**src/rtl/apb2mem_bridge.sv**
```systemverilog
// rtl/apb2mem_bridge.sv - APB3 slave to single-cycle mem_* strobe bridge for *_regf blocks
// Optional write-strobe rejection via APB2MEM_STRB_CHECK_EN.
module apb2mem_bridge #(
  parameter int ADDR_WIDTH = 13
) (
  input  logic                  main_clk_i,
  input  logic                  main_rst_an_i,
  input  logic                  apb_psel_i,
  input  logic                  apb_penable_i,
  input  logic [ADDR_WIDTH+1:0] apb_paddr_i,
  input  logic                  apb_pwrite_i,
  input  logic [31:0]           apb_pwdata_i,
  input  logic [3:0]            apb_pstrb_i,
  output logic [31:0]           apb_prdata_o,
  output logic                  apb_pready_o,
  output logic                  apb_pslverr_o,
  output logic                  mem_ena_o,
  output logic [ADDR_WIDTH-1:0] mem_addr_o,
  output logic                  mem_wena_o,
  output logic [31:0]           mem_wdata_o,
  input  logic [31:0]           mem_rdata_i,
  input  logic                  mem_err_i
);

  typedef enum logic [1:0] {
    IDLE = 2'd0,
    ACC  = 2'd1,
    DONE = 2'd2
  } state_t;

  state_t                state_q, state_d;
  logic [ADDR_WIDTH-1:0] addr_q, addr_d;
  logic                  wena_q, wena_d;
  logic [31:0]           wdata_q, wdata_d;
  logic                  reject_q, reject_d;
  logic                  ena_q, ena_d;
  logic                  pready_q, pready_d;
  logic [31:0]           prdata_q, prdata_d;
  logic                  pslverr_q, pslverr_d;
  logic                  strb_bad;

`ifdef APB2MEM_STRB_CHECK_EN
  // Partial writes are not supported by the regf, so refuse them up front.
  assign strb_bad = apb_pwrite_i & (apb_pstrb_i != 4'hF);
`else
  logic unused_pstrb;
  assign unused_pstrb = ^apb_pstrb_i;
  assign strb_bad     = 1'b0;
`endif

  always_comb begin
    state_d   = state_q;
    addr_d    = addr_q;
    wena_d    = wena_q;
    wdata_d   = wdata_q;
    reject_d  = reject_q;
    ena_d     = ena_q;
    pready_d  = pready_q;
    prdata_d  = prdata_q;
    pslverr_d = pslverr_q;
    case (state_q)
      IDLE: begin
        if (apb_psel_i) begin
          addr_d   = apb_paddr_i[ADDR_WIDTH+1:2];
          wena_d   = apb_pwrite_i;
          wdata_d  = apb_pwdata_i;
          reject_d = (apb_paddr_i[1:0] != 2'b00) | strb_bad;
          ena_d    = ~reject_d;
          state_d  = ACC;
        end
      end
      ACC: begin
        // Regf response is combinational and only valid during this single cycle.
        ena_d     = 1'b0;
        prdata_d  = (~wena_q & ~reject_q & ~mem_err_i) ? mem_rdata_i : 32'h0;
        pslverr_d = reject_q | mem_err_i;
        pready_d  = 1'b1;
        state_d   = DONE;
      end
      DONE: begin
        if (~apb_psel_i | apb_penable_i) begin
          pready_d  = 1'b0;
          prdata_d  = 32'h0;
          pslverr_d = 1'b0;
          state_d   = IDLE;
        end
      end
      default: begin
        ena_d     = 1'b0;
        pready_d  = 1'b0;
        prdata_d  = 32'h0;
        pslverr_d = 1'b0;
        state_d   = IDLE;
      end
    endcase
  end

  always_ff @(posedge main_clk_i or negedge main_rst_an_i) begin
    if (!main_rst_an_i) begin
      state_q   <= IDLE;
      addr_q    <= '0;
      wena_q    <= 1'b0;
      wdata_q   <= 32'h0;
      reject_q  <= 1'b0;
      ena_q     <= 1'b0;
      pready_q  <= 1'b0;
      prdata_q  <= 32'h0;
      pslverr_q <= 1'b0;
    end else begin
      state_q   <= state_d;
      addr_q    <= addr_d;
      wena_q    <= wena_d;
      wdata_q   <= wdata_d;
      reject_q  <= reject_d;
      ena_q     <= ena_d;
      pready_q  <= pready_d;
      prdata_q  <= prdata_d;
      pslverr_q <= pslverr_d;
    end
  end

  assign apb_prdata_o  = prdata_q;
  assign apb_pready_o  = pready_q;
  assign apb_pslverr_o = pslverr_q;
  assign mem_ena_o     = ena_q;
  assign mem_addr_o    = addr_q;
  assign mem_wena_o    = wena_q;
  assign mem_wdata_o   = wdata_q;

endmodule

```
**config.mk**
```make
export PLATFORM = sky130hd
export DESIGN_NAME = apb2mem_bridge
export DESIGN_NICKNAME = d
export VERILOG_FILES = /design/src/rtl/apb2mem_bridge.sv
export SDC_FILE = /design/constraint.sdc
export NUM_CORES = 1
export LEC_CHECK = 0
export CAP_MARGIN = 20
export CORE_ASPECT_RATIO = 1.1
export CORE_MARGIN = 2
export CORE_UTILIZATION = 42
export DETAILED_ROUTE_END_ITERATION = 10
export PLACE_DENSITY = 0.95
export SYNTH_ARGS = -nofsm -noshare
export SYNTH_HDL_FRONTEND = slang
export SYNTH_SLANG_ARGS = --single-unit
```
**constraint.sdc**
```tcl
create_clock -name main_clk_i -period 3.95 [get_ports main_clk_i]
set_clock_uncertainty 0.1 [all_clocks]
set_input_delay 0.79 -clock main_clk_i [delete_from_list [all_inputs] [get_ports main_clk_i]]
set_output_delay 0.79 -clock main_clk_i [all_outputs]
set_load 0.01 [all_outputs]
```
== After elaboration in Yosys (flattened, before gate mapping) ==
Index checks and enable logic that the tools add are counted.

* Flip-flop bits (word level): 84
* Input bits: 89
* Output and inout port bits: 81
* Logic and storage cells: 41

* Eq/ne operators: 4
* Multiplexer cells: 11
* Bitwise logic cells: 11
* Reductions and logical operators: 6

{| class="wikitable"
|+ Operators with widths
! cell !! number
|-
| 32-bit one-hot mux with 3 select lines || 1
|-
| 32-bit two-way mux || 2
|-
| 2-bit AND reduction || 4
|-
| 1-bit inverter || 7
|-
| 1-bit one-hot mux with 3 select lines || 2
|-
| 2-bit one-hot mux with 3 select lines || 1
|-
| 2-bit two-way mux || 2
|-
| 2-bit != test (second input constant) || 2
|-
| 1-bit bitwise AND || 2
|-
| 2-bit by 1-bit equality test with 1-bit output (second input constant) || 1
|-
| 2-bit equality test (second input constant) || 1
|-
| 2-bit zero test || 1
|-
| 1-bit two-way mux || 2
|-
| 1-bit bitwise OR || 2
|-
| 1-bit one-hot mux with 2 select lines || 1
|-
| 2-bit nonzero test || 1
|}

== Longest topological paths before layout ==
* Word-level depth: 5
* Depth in mapped cells: 4
* Mapped depth without buffers: 3

== Worst setup path after synthesis ==
OpenSTA, ideal clock, no wires.

* Kind: input to register
* Start point: in apb_psel_i
* End point: reg addr_q[11], in the netlist mem_addr_o[11]
* Data arrival time: 1.636 ns
* Required time: 3.723 ns
* Path slack: 2.086 ns
* Cell stages on the path: 4
* Path through: nor3b_2 > buf_4 > buf_6 > mux2_1

* Word-level cells in the longest chain between the ends: 1

{| class="wikitable"
|+ Ends and longest elaborated chain
! what !! line !! RTL
|-
| start, declared || 8 || <nowiki>input logic apb_psel_i,</nowiki>
|-
| 2-bit AND reduction (no source line) || -- ||
|-
| end signal, assigned || 111 || <nowiki>addr_q <= addr_d;</nowiki>
|-
| end, declared || 32 || <nowiki>logic [ADDR_WIDTH-1:0] addr_q, addr_d;</nowiki>
|}

No other way between the ends.
A chain may end at the register's enable or synchronous reset.

== Worst setup path in the final report ==
* Start point: in mem_err_i
* End point: reg prdata_q[1], in the netlist apb_prdata_o[1]

* Word-level cells in the longest chain between the ends: 4

{| class="wikitable"
|+ Ends and longest elaborated chain
! what !! line !! RTL
|-
| start, declared || 22 || <nowiki>input logic mem_err_i</nowiki>
|-
| 1-bit inverter || 75 || <nowiki>prdata_d = (~wena_q & ~reject_q & ~mem_err_i) ? mem_rdata_i : 32'h0;</nowiki>
|-
| 1-bit bitwise AND || 75 ||
|-
| 32-bit two-way mux || 75 ||
|-
| 32-bit one-hot mux with 3 select lines || 61 || <nowiki>case (state_q)</nowiki>
|-
| end signal, assigned || 117 || <nowiki>prdata_q <= prdata_d;</nowiki>
|-
| end, declared || 38 || <nowiki>logic [31:0] prdata_q, prdata_d;</nowiki>
|}

No other way between the ends.

==> impl_results.md <==
- Status: completed
- Io pins: 170
- CP bufs+invs: 2
- Largest net degree at the start of global routing: 85
- Fraction of layout cells with a size suffix above 1: 8.56%
- R2r endpoint: apb_prdata_o[1]
- Tcrit/Tclk final: 61.7%
- Worst path slowest cell: nor4_4
- Cell Area, Synth: 3100 um^2
- Max Clk Rate: 410 MHz
- Worst EP required: 4.11 ns
- Via Count: 2,240
- Measured slew at the worst slew-check pin: 0.879 ns
- First-pass GRT wire length: 11.6 mm
- Design Power: 2.86 mW
- Worst path arrival time: 2.59 ns
- Pwr dens: 563 nW/um^2
- CTS sink cnt: 84
- Reg-to-Reg Start: state_q[1]
- Slowest Stage Delay on Critical Path: 0.81 ns
- Synth-to-Final Area Change: 63.5%
- Tot GR Track Use: 18.5%
- Die Outline Area: 8090 um^2
- Clock Tree Buf Depth: 2
- Clock latency at the later pin of the worst-skew pair: 0.32 ns
- Final hold vios: 0
- Die width: 85.9 um
- Register clock-pin slew on the reported worst setup and hold paths: 0.08 ns
- Hold buffers post-CTS: 0
- Area leader, netlist: dfrtp_1
- Gr ovfl total: 0
- Final setup fails: 0
- Pre-Repair DR Iteration Count: 4
- Crit end category: flip-flop
- Die Y: 94.1 um
- Crit-path cells: clkdlybuf4s50_1, nor4_4, buf_4, a22o_1
- Post-CTS Setup Repair Bufs: 0
- Vias in the first global route: 2,393
- Routability cong.: 0.738
- Worst IR Drop VDD: 324 uV
- CTS tree: built
- Nets: 447
- Post-route DRC: 0
- Max cap viols: 0
- Post-synth top area share: 67.8%
- Crit-path max FO: 17
- Starting Density: 43.8%
- DR vias/cell: 5.01
- Initial DRC Count: 53
- Slew Viols, Final: 0
- Initial antenna violation count: 0
- Rows: 32
- Leakage: 2.16 nW
- Final TNS setup: 0 ns
- Root buffer cell: clkbuf_8
- Max transition margin: 40.9%
- R2R setup slack: 1.85 ns
- Aggregate routed wire length: 7.52 mm
- H-tree depth: 3
- DR WL/cell: 16.8 um
- Critical path class: input port to flip-flop
- Mapped Cells: 189
- Synthesized area per cell: 16.4 um^2
- CP startpoint kind: input port
- Leading cell type in the layout, fill and taps excluded: clkdlybuf4s50_1
- Post-synthesis sequential area ratio: 67.8%
- Post-synthesis net count: 278
- HPWL after DPL: 5.45 mm
- CP delay by family, top: buffers and inverters
- Synth unique cells: 19
- Diode count: 0
- Commonest non-fill, non-tap cells in the layout: clkdlybuf4s50_1 (164), dfrtp_1 (84), mux2_1 (38)
- Min-delay worst type: input port to async pin
- Min Clock Period, post-route: 2.44 ns
- Total CTS buffers: 9
- R2R depth: 4
- I/O Buffers: 165
- Post-CTS resize count: 0
- Antenna Nets Post-Route: 0
- Synth area leaders: dfrtp_1 (68%), mux2_1 (14%), a22o_1 (9.0%)
- RSZ-0062 raised after global routing: false
- Synth Warn #: 0
- Core ar.: 7090 um^2
- Synthesis-stage register bit count: 84
power by group:
group / leakage, nW / switching [mW] / internal, mW
logic: 0.984 / 0.362 / 0.585
registers: 1.06 / 0.115 / 1.08
clock network: 0.116 / 0.284 / 0.435
synthesized netlist by cell type:
cell type,count
a21oi_2,1
nand2b_1,3
nor4_4,1
o21ai_0,1
a21oi_1,1
buf_6,4
buf_2,4
mux2_2,8
nor2_1,4
a22o_1,32
o2bb2ai_1,1
nor2b_1,1
mux2i_1,1
clkbuf_1,2
a21bo_2,1
buf_4,1
nor3b_2,1
mux2_1,38
dfrtp_1,84
how the worst max path moves through the flow:
stage,from,to,slack [ns],depth (start not counted)
after floorplan,apb_psel_i,mem_addr_o[11],2.09,4
after global placement,mem_err_i,apb_prdata_o[17],1.25,4
after detailed placement,mem_err_i,apb_prdata_o[16],1.20,4
after CTS,mem_err_i,apb_prdata_o[1],1.54,4
after global routing,mem_err_i,apb_prdata_o[18],1.43,4
final,mem_err_i,apb_prdata_o[1],1.51,4
state kept, by name, indices dropped and copies added, names as in the netlist:
signal,count
apb_pslverr_o,1
mem_wdata_o,32
mem_wena_o,1
mem_addr_o,13
mem_ena_o,1
state_q,2
apb_pready_o,1
apb_prdata_o,32
reject_q,1
per-layer routing:
layer / vias up / wire [um] / track usage [%] / part of all wire (%)
met4: 0 / 88 / 5.82 / 1.2
met1: 1124 / 2930 / 22.0 / 39
li1: 1022 / - / - / -
met5: - / 0 / 0 / 0
met2: 88 / 3970 / 31.5 / 53
met3: 6 / 532 / 6.41 / 7.1
cells by family (layout without fill, tap and decap cells):
family | count (synthesis) | count (layout) | share of synthesized area (%)
AOI/OAI and AO/OA | 37 | 37 | 10.2
buffers and inverters | 11 | 184 | 2.58
muxes | 47 | 47 | 17.0
DFF | 84 | 84 | 67.8
and+or+nand+nor | 10 | 10 | 2.38
through the flow:
step           worst slack (ns)  hold slack [ns]  std cells  utilization [%]  area (um^2)
6_report                   1.51            0.305        447             71.6         5070
5_1_grt                    1.43            0.325        447             71.6         5070
4_1_cts                    1.54            0.391        446             71.2         5040
3_5_place_dp               1.20            0.374        431             67.8         4810
3_3_place_gp               1.25            0.366        431             67.8         4810
2_1_floorplan              2.09            0.393        189                -         3100
area by class of cell:
class                           instances  area, um^2
Sequential cell                        84        2100
Fill cell                             508        2010
Tap cell                               85         106
Multi-Input combinational cell         94         926
Clock inverter                          4        97.6
Clock buffer                           11         141
Timing Repair Buffer                  169        1700
Power figures use the tool's default switching activity.
